**src/rtl/gpi_debounce_if.sv**
```systemverilog
// Bus between the board pins and the gp_i input conditioning block.
// master: the side that drives raw pins and the interrupt controls.
// slave:  the debounce block.
interface gpi_debounce_if #(
   parameter int unsigned Width = 20
);

   logic [Width-1:0] gpi_raw_i;
   logic [Width-1:0] gpi_db_o;
   logic [Width-1:0] gpi_rise_o;
   logic [Width-1:0] gpi_fall_o;
   logic [Width-1:0] irq_en_i;
   logic [Width-1:0] pend_clr_i;
   logic [Width-1:0] pend_o;
   logic             irq_o;

   modport master (
      output gpi_raw_i,
      output irq_en_i,
      output pend_clr_i,
      input  gpi_db_o,
      input  gpi_rise_o,
      input  gpi_fall_o,
      input  pend_o,
      input  irq_o
   );

   modport slave (
      input  gpi_raw_i,
      input  irq_en_i,
      input  pend_clr_i,
      output gpi_db_o,
      output gpi_rise_o,
      output gpi_fall_o,
      output pend_o,
      output irq_o
   );

endinterface

```
**src/rtl/gpi_debounce.sv**
```systemverilog
// gpi_debounce: per-bit synchroniser, bounce filter and edge-pulse generator
// for the board buttons/switches feeding gp_i ({BTN, SW}).
// Optional macro GPI_DEBOUNCE_IRQ_EN adds sticky change-pending bits and an
// interrupt output. With the macro undefined, pend_o and irq_o are tied low
// and irq_en_i / pend_clr_i are ignored.
module gpi_debounce #(
   parameter int unsigned Width          = 20,
   parameter int unsigned DebounceCycles = 50000,
   parameter int unsigned CntWidth       = $clog2(DebounceCycles + 1)
) (
   input logic           clk_sys_i,
   input logic           rst_sys_i,
   gpi_debounce_if.slave bus
);

   // Last counter value before the filtered level is allowed to follow sync2.
   localparam logic [CntWidth-1:0] CntMax = CntWidth'(DebounceCycles - 1);

   (* ASYNC_REG = "TRUE" *) logic [Width-1:0] sync1_q;
   logic [Width-1:0] sync2_q;

   logic [CntWidth-1:0] cnt_q [Width];
   logic [CntWidth-1:0] cnt_d [Width];

   logic [Width-1:0] db_q;
   logic [Width-1:0] db_d;
   logic [Width-1:0] rise_q;
   logic [Width-1:0] rise_d;
   logic [Width-1:0] fall_q;
   logic [Width-1:0] fall_d;

   // Two-flop synchroniser; the only logic that sees the raw pins.
   always_ff @(posedge clk_sys_i) begin
      if (rst_sys_i) begin
         sync1_q <= '0;
         sync2_q <= '0;
      end else begin
         sync1_q <= bus.gpi_raw_i;
         sync2_q <= sync1_q;
      end
   end

   // Stability filter: any cycle where sync2 agrees with db restarts the run.
   always_comb begin
      db_d   = db_q;
      rise_d = '0;
      fall_d = '0;
      for (int unsigned i = 0; i < Width; i++) begin
         cnt_d[i] = '0;
         if (sync2_q[i] != db_q[i]) begin
            if (cnt_q[i] == CntMax) begin
               db_d[i]   = sync2_q[i];
               rise_d[i] = sync2_q[i];
               fall_d[i] = ~sync2_q[i];
            end else begin
               cnt_d[i] = cnt_q[i] + CntWidth'(1);
            end
         end
      end
   end

   // Counter, filtered level and one-cycle edge pulses.
   always_ff @(posedge clk_sys_i) begin
      if (rst_sys_i) begin
         for (int unsigned i = 0; i < Width; i++) begin
            cnt_q[i] <= '0;
         end
         db_q   <= '0;
         rise_q <= '0;
         fall_q <= '0;
      end else begin
         for (int unsigned i = 0; i < Width; i++) begin
            cnt_q[i] <= cnt_d[i];
         end
         db_q   <= db_d;
         rise_q <= rise_d;
         fall_q <= fall_d;
      end
   end

   assign bus.gpi_db_o   = db_q;
   assign bus.gpi_rise_o = rise_q;
   assign bus.gpi_fall_o = fall_q;

`ifdef GPI_DEBOUNCE_IRQ_EN
   logic [Width-1:0] pend_q;

   // Sticky pending: a masked edge pulse sets, write-1 clears, set wins.
   always_ff @(posedge clk_sys_i) begin
      if (rst_sys_i) begin
         pend_q <= '0;
      end else begin
         pend_q <= ((rise_q | fall_q) & bus.irq_en_i) | (pend_q & ~bus.pend_clr_i);
      end
   end

   assign bus.pend_o = pend_q;
   assign bus.irq_o  = |pend_q;
`else
   logic unused_irq_inputs;

   // Interrupt controls kept on the port list for a uniform top level.
   assign unused_irq_inputs = ^{bus.irq_en_i, bus.pend_clr_i};
   assign bus.pend_o        = '0;
   assign bus.irq_o         = 1'b0;
`endif

endmodule

```
**src/flat_wrapper.sv**
```systemverilog
// flat-port wrapper written by rule: the top's interface ports become plain ports
module gpi_debounce_flat 
#(
   parameter int unsigned Width          = 20,
   parameter int unsigned DebounceCycles = 50000,
   parameter int unsigned CntWidth       = $clog2(DebounceCycles + 1)
)
  (clk_sys_i, rst_sys_i, bus_gpi_raw_i, bus_irq_en_i, bus_pend_clr_i, bus_gpi_db_o, bus_gpi_rise_o, bus_gpi_fall_o, bus_pend_o, bus_irq_o);
  gpi_debounce_if #(.Width(Width)) bus_i ();
  input logic clk_sys_i;
  input logic rst_sys_i;
  input wire logic [$bits(bus_i.gpi_raw_i)-1:0] bus_gpi_raw_i;
  input wire logic [$bits(bus_i.irq_en_i)-1:0] bus_irq_en_i;
  input wire logic [$bits(bus_i.pend_clr_i)-1:0] bus_pend_clr_i;
  output wire logic [$bits(bus_i.gpi_db_o)-1:0] bus_gpi_db_o;
  output wire logic [$bits(bus_i.gpi_rise_o)-1:0] bus_gpi_rise_o;
  output wire logic [$bits(bus_i.gpi_fall_o)-1:0] bus_gpi_fall_o;
  output wire logic [$bits(bus_i.pend_o)-1:0] bus_pend_o;
  output wire logic [$bits(bus_i.irq_o)-1:0] bus_irq_o;
  assign bus_i.gpi_raw_i = bus_gpi_raw_i;
  assign bus_i.irq_en_i = bus_irq_en_i;
  assign bus_i.pend_clr_i = bus_pend_clr_i;
  assign bus_gpi_db_o = bus_i.gpi_db_o;
  assign bus_gpi_rise_o = bus_i.gpi_rise_o;
  assign bus_gpi_fall_o = bus_i.gpi_fall_o;
  assign bus_pend_o = bus_i.pend_o;
  assign bus_irq_o = bus_i.irq_o;
  gpi_debounce #(.Width(Width), .DebounceCycles(DebounceCycles), .CntWidth(CntWidth)) u_core (.clk_sys_i(clk_sys_i), .rst_sys_i(rst_sys_i), .bus(bus_i));
endmodule
```
**config.mk**
```make
export PLATFORM = sky130hd
export DESIGN_NAME = gpi_debounce_flat
export DESIGN_NICKNAME = d
export VERILOG_FILES = /design/src/rtl/gpi_debounce_if.sv /design/src/rtl/gpi_debounce.sv /design/src/flat_wrapper.sv
export SDC_FILE = /design/constraint.sdc
export NUM_CORES = 1
export LEC_CHECK = 0
export BUFFER_PORTS_ARGS = -buffer_cell sky130_fd_sc_hd__buf_2
export CAP_MARGIN = 20
export CORE_MARGIN = 2
export CORE_UTILIZATION = 60
export CTS_CLUSTER_SIZE = 25
export DETAILED_ROUTE_END_ITERATION = 8
export GPL_TIMING_DRIVEN = 0
export PLACE_DENSITY = 0.8
export REMOVE_ABC_BUFFERS = 1
export SETUP_SLACK_MARGIN = 0.05
export SYNTH_ARGS = -nofsm -noshare
export SYNTH_HDL_FRONTEND = slang
export SYNTH_SLANG_ARGS = --single-unit
```
**constraint.sdc**
```tcl
create_clock -name clk_sys_i -period 4.9 [get_ports clk_sys_i]
set_clock_uncertainty 0.1 [all_clocks]
set_input_delay 0.98 -clock clk_sys_i [delete_from_list [all_inputs] [get_ports clk_sys_i]]
set_output_delay 0.98 -clock clk_sys_i [all_outputs]
set_load 0.01 [all_outputs]
```
==> reports/qor.yml <==
outcome:
  outcome: "finished, final reports clean"
synthesis:
  synth_area_leader_cell: "dfxtp_1"
  yosys-top-cells-area: "dfxtp_1 48%, xnor2_1 11%, nor2_1 7.7%"
  synth_cell_type_count: 48
  ys_seq_elements: 420
  async_flop_share_pct: 0
  synth_edf_count: 0
  synthCells: 1897
  synth_warnings: 0
  postSynthAreaPerCell_um2: 9.203
  synth_top_area_share_pct: 48.16
  seq_area_frac_synth_pct: 48.16
  synth_flop_cell: "dfxtp_1"
  synth_area_um2: 17460
sta:
  post-route-period-util_pct: 46.75
  hold_viol: 0
  min_period_ns: 2.291
  max_freq_mhz: 436.6
  finalSetupTns_ns: 0
  slew-limit-headroom_pct: 62.14
  grt_setup_unrepaired: "no"
  worst_pin_slew_ns: 0.5679
  setup_viol: 0
  finalMaxSlewViolations: 0
pwr:
  ir_drop_v: 0.0002738
  p_leak_nw: 6.161
  power_density_nw_per_um2: 346.6
  finalPower_mw: 6.746
detailed_routing:
  viasPerCell: 5.452
  drtPass1Iterations: 5
  wl_per_cell_um: 12.92
  drc_errors: 0
  vias: 13030
  drtAntennaViolNets: 0
  drt-initial-drc-count: 669
  routed_wl_um: 30880
critical_path:
  cp_top_family: "simple AND/OR/NAND/NOR gates"
  crit_top_cell: "nand2b_1"
  crit_cells: 5
  rr_worst_depth: 5
  path_max_fanout: 86
  cp.arrival_ns: 2.59
  cp_num_buf_inv: 2
  crit_start: "rst_sys_i"
  max_stage_delay_ns: 0.49
  reg2reg_to: "u_core.cnt_q[2][29]$_SDFF_PP0_"
  reg2reg_from: "u_core.cnt_q[2][16]$_SDFF_PP0_"
  cp-end-kind: "flip-flop"
  start_kind: "primary input"
  slowest_stage: "nand2b_1"
  critPathRequiredTime_ns: 5.20
  crit_type: "primary input to flip-flop"
  worstPathCellList: "buf_4 -> buf_16 -> nand2b_1 -> nand2b_1 -> nor2_1"
  r2r_slack_ns: 2.68
placement:
  place_inst: 2315
  placed_cell_area_um2: 18050
  dpl.hpwl_um: 20240
  place.gp.congestion: 0.8107
  port-buffer-count: 81
grt:
  grt-ovfl-total: 0
  grt_pass1_wl_um: 53660
  grt_usage_pct: 20.01
  grt_start_max_net_pins: 87
  grt_pass1_vias: 12388
  grt_antenna_before_repair: 0
finish:
  syn_to_final_growth_pct: 11.49
  final_layout_size_suffix_gt1_share_pct: 8.873
  postLayoutCoreUtil_pct: 67.81
  final_area_um2: 19460
  finalNonFillerCells: 2390
  diodes: 0
  fill_cells: 2277
  nets: 2057
  regArea_um2: 8408
  multiInputGateArea_um2: 8516
cts:
  cts_root_buffer: "clkbuf_16"
  cts_max_level: 2
  cts_hold_buf: 0
  numCtsBuffers: 42
  clock_sinks: 420
  post-cts-setup-buffers: 0
  path_clk_slew_ns: 0.06
  ctsResizeCount: 0
  clk_latency_ns: 0.53
  cts_tree: "yes"
  cts_max_path_buffers: 3
floorplanning:
  start_util_pct: 60.82
  num_rows: 62
  die_h_um: 174.6
  coreArea_um2: 28700
  ios: 143
  die_w_um: 174.6
  die-area_um2: 30480
min_path:
  min_to: "u_core.sync2_q[9]$_SDFF_PP0_"
  hold_start: "u_core.sync1_q[9]$_SDFF_PP0_"
  hp-class: "flip-flop to flip-flop"
  hold_path_depth: 1
job:
  drv_cap: 0
-- synthesized netlist by cell type (12+ instances only) --
cell and number:
nand2b_1 12, or4_1 23, a21oi_1 12, mux2i_1 20, buf_4 26, nor3_1 83
nor2_1 360, dfxtp_1 420, ha_1 20, nand2_1 78, nor4_1 94, nor4b_1 16
nand3_1 91, nand4_1 89, and3_1 23, nor2b_1 41, clkbuf_1 25, inv_1 56
nand4b_1 15, xnor2_1 228, nor4bb_1 17, xor2_1 59
-- worst max-delay path by stage --
stage,endpoint,slack [ns]
global placement,u_core.cnt_q[0][27]$_SDFF_PP0_,1.19
finish,u_core.cnt_q[0][23]$_SDFF_PP0_,2.61
floorplan,u_core.cnt_q[6][10]$_SDFF_PP0_,2.98
detailed placement,u_core.cnt_q[0][27]$_SDFF_PP0_,2.11
CTS,u_core.cnt_q[0][23]$_SDFF_PP0_,2.63
global route,u_core.cnt_q[0][23]$_SDFF_PP0_,2.43
-- flip-flops by register name, summed over array words and instances (netlist names) --
name / cells
u_core.cnt_q: 320
u_core.bus.gpi_db_o: 20
u_core.bus.gpi_fall_o: 20
u_core.bus.gpi_rise_o: 20
u_core.sync1_q: 20
u_core.sync2_q: 20
-- worst reg2reg max path: cells and delay by family (launching register included) --
kind	cells	cell delay (ns)
adders and majority gates	1	0.23
DFF	1	0.38
and+or+nand+nor	4	1.39
-- area by class of cell --
| type | instances | area share [%] |
|---|---|---|
| tap | 384 | 2.468 |
| inverter | 56 | 1.080 |
| multi-input combinational | 1373 | 43.75 |
| clock buffer | 54 | 5.998 |
| sequential | 420 | 43.20 |
| timing repair buffer | 82 | 2.237 |
| clock inverter | 21 | 1.266 |
-- where the power goes --
| group | total [mW] | internal [mW] | switching, mW |
|---|---|---|---|
| registers | 3.45 | 3.43 | 0.0144 |
| clock network | 3.21 | 1.91 | 1.31 |
| logic | 0.0831 | 0.0276 | 0.0554 |
| total | 6.75 | 5.37 | 1.38 |
-- stage by stage --
step                      setup WS (ns)  hold slack (ns)
after detailed placement          2.110           0.3223
after global placement            1.187           0.3157
after CTS                         2.634           0.3356
final                             2.609           0.3306
after global routing              2.433           0.3532
after floorplan                   2.976           0.3138
-- kinds of logic (layout without fill, tap and decap cells) --
| logic type | count (synthesis) | after routing | share of synthesized area (%) |
|---|---|---|---|
| AOI/OAI and AO/OA | 25 | 25 | 0.8887 |
| other | 1 | 21 | 0.02148 |
| and+or+nand+nor | 1000 | 1000 | 30.46 |
| buffers and inverters | 124 | 213 | 3.490 |
| muxes | 20 | 20 | 1.147 |
| DFF | 420 | 420 | 48.16 |
| xor gates and xnor gates | 287 | 287 | 14.40 |
| adders and majority gates | 20 | 20 | 1.433 |
-- layer usage --
metal / track usage (%) / part of all wire (%) / routed length [um] / up-vias
met5: 0 / 0 / 0 / -
met4: 6.354 / 2.2 / 672 / 0
met3: 3.264 / 3.7 / 1134 / 57
met2: 35.62 / 48 / 14970 / 220
met1: 24.81 / 46 / 14110 / 6086
li1: - / - / - / 6667
-- layout by cell type, fill, tap and decap left out, drive strengths merged, types with 11 or more instances in the layout --
cell    count
clkbuf     54
and4       11
a21oi      12
nand4b     15
nand4      89
nor4       96
nor4bb     17
nor2b      41
and3       23
mux2i      20
nor3       83
dfxtp     420
xnor2     228
or4        24
ha         20
inv        57
buf        82
nor2      360
conb       21
nand3      91
xor2       59
nand2      85
nor4b      22
nand2b     13
(Power assumes the default switching activity.)
